<file path="config.mk">
export PLATFORM = sky130hd
export DESIGN_NAME = flash_read_arbiter
export DESIGN_NICKNAME = d
export VERILOG_FILES = /design/src/rtl/flash_read_arbiter.sv
export SDC_FILE = /design/constraint.sdc
export NUM_CORES = 1
export LEC_CHECK = 0
export CORE_ASPECT_RATIO = 1.1
export CORE_UTILIZATION = 35
export CTS_CLUSTER_SIZE = 10
export DETAILED_ROUTE_END_ITERATION = 8
export HOLD_SLACK_MARGIN = 0.02
export RECOVER_POWER = 100
export SYNTH_ARGS = -nofsm -noshare
export SYNTH_HDL_FRONTEND = slang
export SYNTH_SLANG_ARGS = --single-unit
export TNS_END_PERCENT = 50
</file>
<file path="constraint.sdc">
create_clock -name clk -period 4.3 [get_ports clk]
set_clock_uncertainty 0.2 [all_clocks]
set_input_delay 0.43 -clock clk [delete_from_list [all_inputs] [get_ports clk]]
set_output_delay 0.43 -clock clk [all_outputs]
set_load 0.01 [all_outputs]
</file>
<file path="src/rtl/flash_read_arbiter.sv">
// Two-port round-robin read arbiter in front of one AXI flash controller port,
// with a single-word last-read buffer that short-circuits repeated word reads.
module flash_read_arbiter #(
  parameter int ADDR_W     = 32,
  parameter int DATA_W     = 32,
  parameter int HIT_BUF_EN = 1
) (
  input  logic                   clk,
  input  logic                   rst,
  input  logic [1:0]             req_read,
  input  logic [1:0][ADDR_W-1:0] req_addr,
  output logic [1:0]             req_ready,
  output logic [DATA_W-1:0]      req_load,
  input  logic [1:0]             req_done,
  input  logic                   flush,
  output logic                   mem_read,
  output logic [ADDR_W-1:0]      mem_addr,
  input  logic                   mem_ready,
  input  logic [DATA_W-1:0]      mem_load,
  output logic                   mem_done
);

  typedef enum logic [1:0] {IDLE, ISSUE, RESP} state_t;

  state_t              state_q;
  logic                gnt_q;
  logic                prio_q;
  logic [ADDR_W-1:0]   addr_q;
  logic [DATA_W-1:0]   rdata_q;
  logic                buf_valid_q;
  logic [ADDR_W-3:0]   buf_addr_q;
  logic [DATA_W-1:0]   buf_data_q;

  logic                gnt_sel;
  logic                hit;

  // Contention goes to prio_q; otherwise whichever single port is asking.
  always_comb begin
    gnt_sel = (req_read == 2'b11) ? prio_q : req_read[1];
    hit     = (HIT_BUF_EN != 0) && buf_valid_q && !flush &&
              (req_addr[gnt_sel][ADDR_W-1:2] == buf_addr_q);
  end

  always_ff @(posedge clk or posedge rst) begin
    if (rst) begin
      state_q     <= IDLE;
      gnt_q       <= 1'b0;
      prio_q      <= 1'b0;
      addr_q      <= '0;
      rdata_q     <= '0;
      buf_valid_q <= 1'b0;
      buf_addr_q  <= '0;
      buf_data_q  <= '0;
    end else begin
      case (state_q)
        IDLE: begin
          if (|req_read) begin
            gnt_q  <= gnt_sel;
            addr_q <= req_addr[gnt_sel];
            if (hit) begin
              rdata_q <= buf_data_q;
              state_q <= RESP;
            end else begin
              state_q <= ISSUE;
            end
          end
        end
        ISSUE: begin
          if (mem_ready) begin
            rdata_q     <= mem_load;
            buf_addr_q  <= addr_q[ADDR_W-1:2];
            buf_data_q  <= mem_load;
            buf_valid_q <= 1'b1;
            state_q     <= RESP;
          end
        end
        RESP: begin
          if (req_done[gnt_q]) begin
            prio_q  <= ~gnt_q;
            state_q <= IDLE;
          end
        end
        default: state_q <= IDLE;
      endcase
      // Placed last so a same-cycle refill from ISSUE cannot revalidate.
      if (flush) buf_valid_q <= 1'b0;
    end
  end

  assign mem_read  = (state_q == ISSUE);
  assign mem_addr  = mem_read ? addr_q : '0;
  assign mem_done  = mem_read & mem_ready;
  assign req_ready = (state_q != RESP) ? 2'b00 : (gnt_q ? 2'b10 : 2'b01);
  assign req_load  = (state_q == RESP) ? rdata_q : '0;

endmodule

</file>
==> metrics.csv <==
metric,value,unit
status,finished with violations,
violations,"capacitance limit, slew limit",
yosys-top-cells-area,"dfrtp_1 (49%), mux2_2 (15%), and2_1 (6.0%), mux2_1 (4.8%), nand2_1 (3.2%)",
synth_ff_type,dfrtp_1,
multiInputGateArea,3230,um2
first_iter_violations,319,
rsz0062_at_grt,no,
synth.distinct_cells,46,
fin_nets,887,
dieWidth,134,um
p_leak,3.78,nW
cap_violations,5,
dpl.hpwl,13.5,mm
synth_top_area_cell,dfrtp_1,
synth_top_area_share,0.487,
antenna_found_initial,0,
root_buffer,clkbuf_16,
postSynthCellCount,617,
finalCriticalPeriod,3730,ps
tns,0,ps
vias_per_cell,5.07,
clkTransAtPathRegs,60,ps
track_usage,0.201,
use_met2,0.337,
instances_no_fill,1039,
ff_latch_area,3280,um2
start_util,0.362,
cts_buffers,17,
grt_first_pass_wirelength,30.4,mm
die-height,148,um
hp-start,rdata_q[1],
start_kind,flip-flop,
cts_max_path_buffers,2,
htree_levels,4,
min_period_over_period,0.867,
path_cells,nor2b_1 -> clkbuf_2 -> and2_1 -> dlygate4sd3_1,
ant_nets,0,
hold_buffers,0,
finalHoldViolCount,0,
synthArstFlopShare,1.00,
overflow,0,
hold_path_depth,1,
use_met3,0.0350,
cts_tree,yes,
r2r-end,buf_data_q[11],
r2r-start,state_q[1],
slew_headroom,-0.629,
first_pass_iters,4,
ir_drop,355,uV
worstRegToRegCells,5,
rows,52,
crit_path_max_fanout,66,
critPathMaxStageDelay,1160,ps
syn_nets,721,
path_class,reg -> out,
drc_errors,0,
synth_seq_cells,131,
yosys_warnings,0,
core_area,18600,um2
holdPathEnd,rdata_q[1],
grt_max_degree,115,
die_area,19800,um2
power_density,693,nW/um2
cts_resized,0,
ios,172,
seq_area_frac_synth,0.487,
cp_slowest_cell,clkbuf_2,
area_growth,37.5,%
wl_per_cell,18.2,um
wl,19.0,mm
placedCellCount,1007,
hold_path.class,reg -> reg,
num_vias,5266,
grtUsageMet1,0.247,
max_freq,268,MHz
worstMarginPinSlew,2440,ps
cts_num_sinks,131,
insertedDiodeCount,0,
final.fill_count,1723,
slew_viol_final,264,
numPortBuffers,171,
worst_setup_path_end_kind,output port,
critPathArrivalTime,3100,ps
worstPathRequired,3670,ps
gp_congestion,0.968,
layout-drive-gt1-share,0.168,
syn-cell-area,6740,um2
clk-insertion-delay-late,420,ps
grt_pass1_vias,5628,
avgSynthCellArea,10.9,um2
grt-busiest-layer,met2,
synth_edf_count,0,
fin_ws,574,ps
reg2reg_slack,640,ps
setup_viol_count_final,0,
post-cts-setup-buffers,0,
dp_worst_setup_slack,244,ps
-- worst max path at each step --
stage	start	endpoint	cells after the start
floorplan	rst	addr_q[0]	1
global placement	req_read[0]	rdata_q[30]	9
detailed placement	req_read[0]	rdata_q[29]	9
CTS	req_read[0]	rdata_q[29]	9
global route	state_q[0]	req_load[8]	4
finish	state_q[1]	mem_addr[8]	4
-- flip-flops by register name (all words and copies together), names as in the netlist --
signal	flops
addr_q	32
buf_addr_q	30
buf_data_q	32
buf_valid_q	1
gnt_q	1
prio_q	1
rdata_q	32
state_q	2
-- layer usage --
metal,share of wire,wire length [um],vias to the layer above
met4,0.039,747,0
met1,0.41,7800,2577
met3,0.047,882,52
met2,0.50,9520,166
li1,-,-,2471
met5,0,0,-
-- cells in the final DEF, fill, tap and decap left out, types with 5 or more instances in the layout --
cell type and n:
clkdlybuf4s50_1 154, dfrtp_1 131, mux2_2 91, nand2_1 57, and2_0 41, nor2_1 32, mux2_1 29, o21ai_0 28
and2_1 24, a31oi_1 19, xor2_1 18, clkbuf_16 17, dlygate4sd3_1 17, inv_1 16, a21oi_1 11, nor2b_1 8
xnor2_1 8, mux2i_1 6, and3_1 6, nor3_1 6, clkbuf_1 6, nand4_1 5, a221oi_1 5, inv_6 5
-- synth_stat cells (4+ instances only) --
cell type  count
xor2_1        18
nor2b_1        8
mux2_2        91
and3_1         6
a221oi_1       5
o21ai_0       27
nand4_1        5
and2_1        65
buf_2          4
a21oi_1       11
a21boi_0       4
mux2i_1        6
clkbuf_1      25
nor3_1         6
xnor2_1        8
mux2_1        29
nor2_1        32
inv_1         16
dfrtp_1      131
nand2_1       57
a31oi_1       19
-- final cells by class --
class	count	share of cell area
clock inverters	13	0.0157
flip-flops and latches	131	0.354
multi-input cells	433	0.349
inverters	18	0.00770
well taps	243	0.0328
repair buffers	182	0.192
clock buffers	19	0.0489
-- where the power goes --
group / switching (W) / total, W / internal [W] / leakage, nW
clock: 0.000569 / 0.00146 / 0.000891 / 0.287
sequential: 0.000402 / 0.00226 / 0.00186 / 1.54
combinational: 0.00122 / 0.00270 / 0.00147 / 1.94
-- stage by stage --
step / cell area [um2] / power, W / hold slack [ps] / util
2_1_floorplan: 6740 / 0.00394 / 249 / -
3_3_place_gp: 8700 / 0.00496 / 258 / 0.468
3_5_place_dp: 8700 / 0.00505 / 266 / 0.468
4_1_cts: 9300 / 0.00654 / 280 / 0.500
5_1_grt: 9270 / 0.00686 / 293 / 0.498
6_report: 9270 / 0.00642 / 275 / 0.498
-- worst max-delay path, delay by kind of cell (launching register included) --
kind,cells,cell delay [ps]
buf+inv,2,1820
flops,1,390
simple gates,2,420
-- cells by family (layout without fill, tap and decap cells) --
logic type / Yosys count / count (layout) / synth area share
muxes: 126 / 126 / 0.210
buffers and inverters: 53 / 232 / 0.0336
AOI/OAI and AO/OA: 89 / 89 / 0.0905
DFF: 131 / 131 / 0.487
and+or+nand+nor: 192 / 192 / 0.146
xor gates and xnor gates: 26 / 26 / 0.0338
Power figures use the tool's default switching activity.
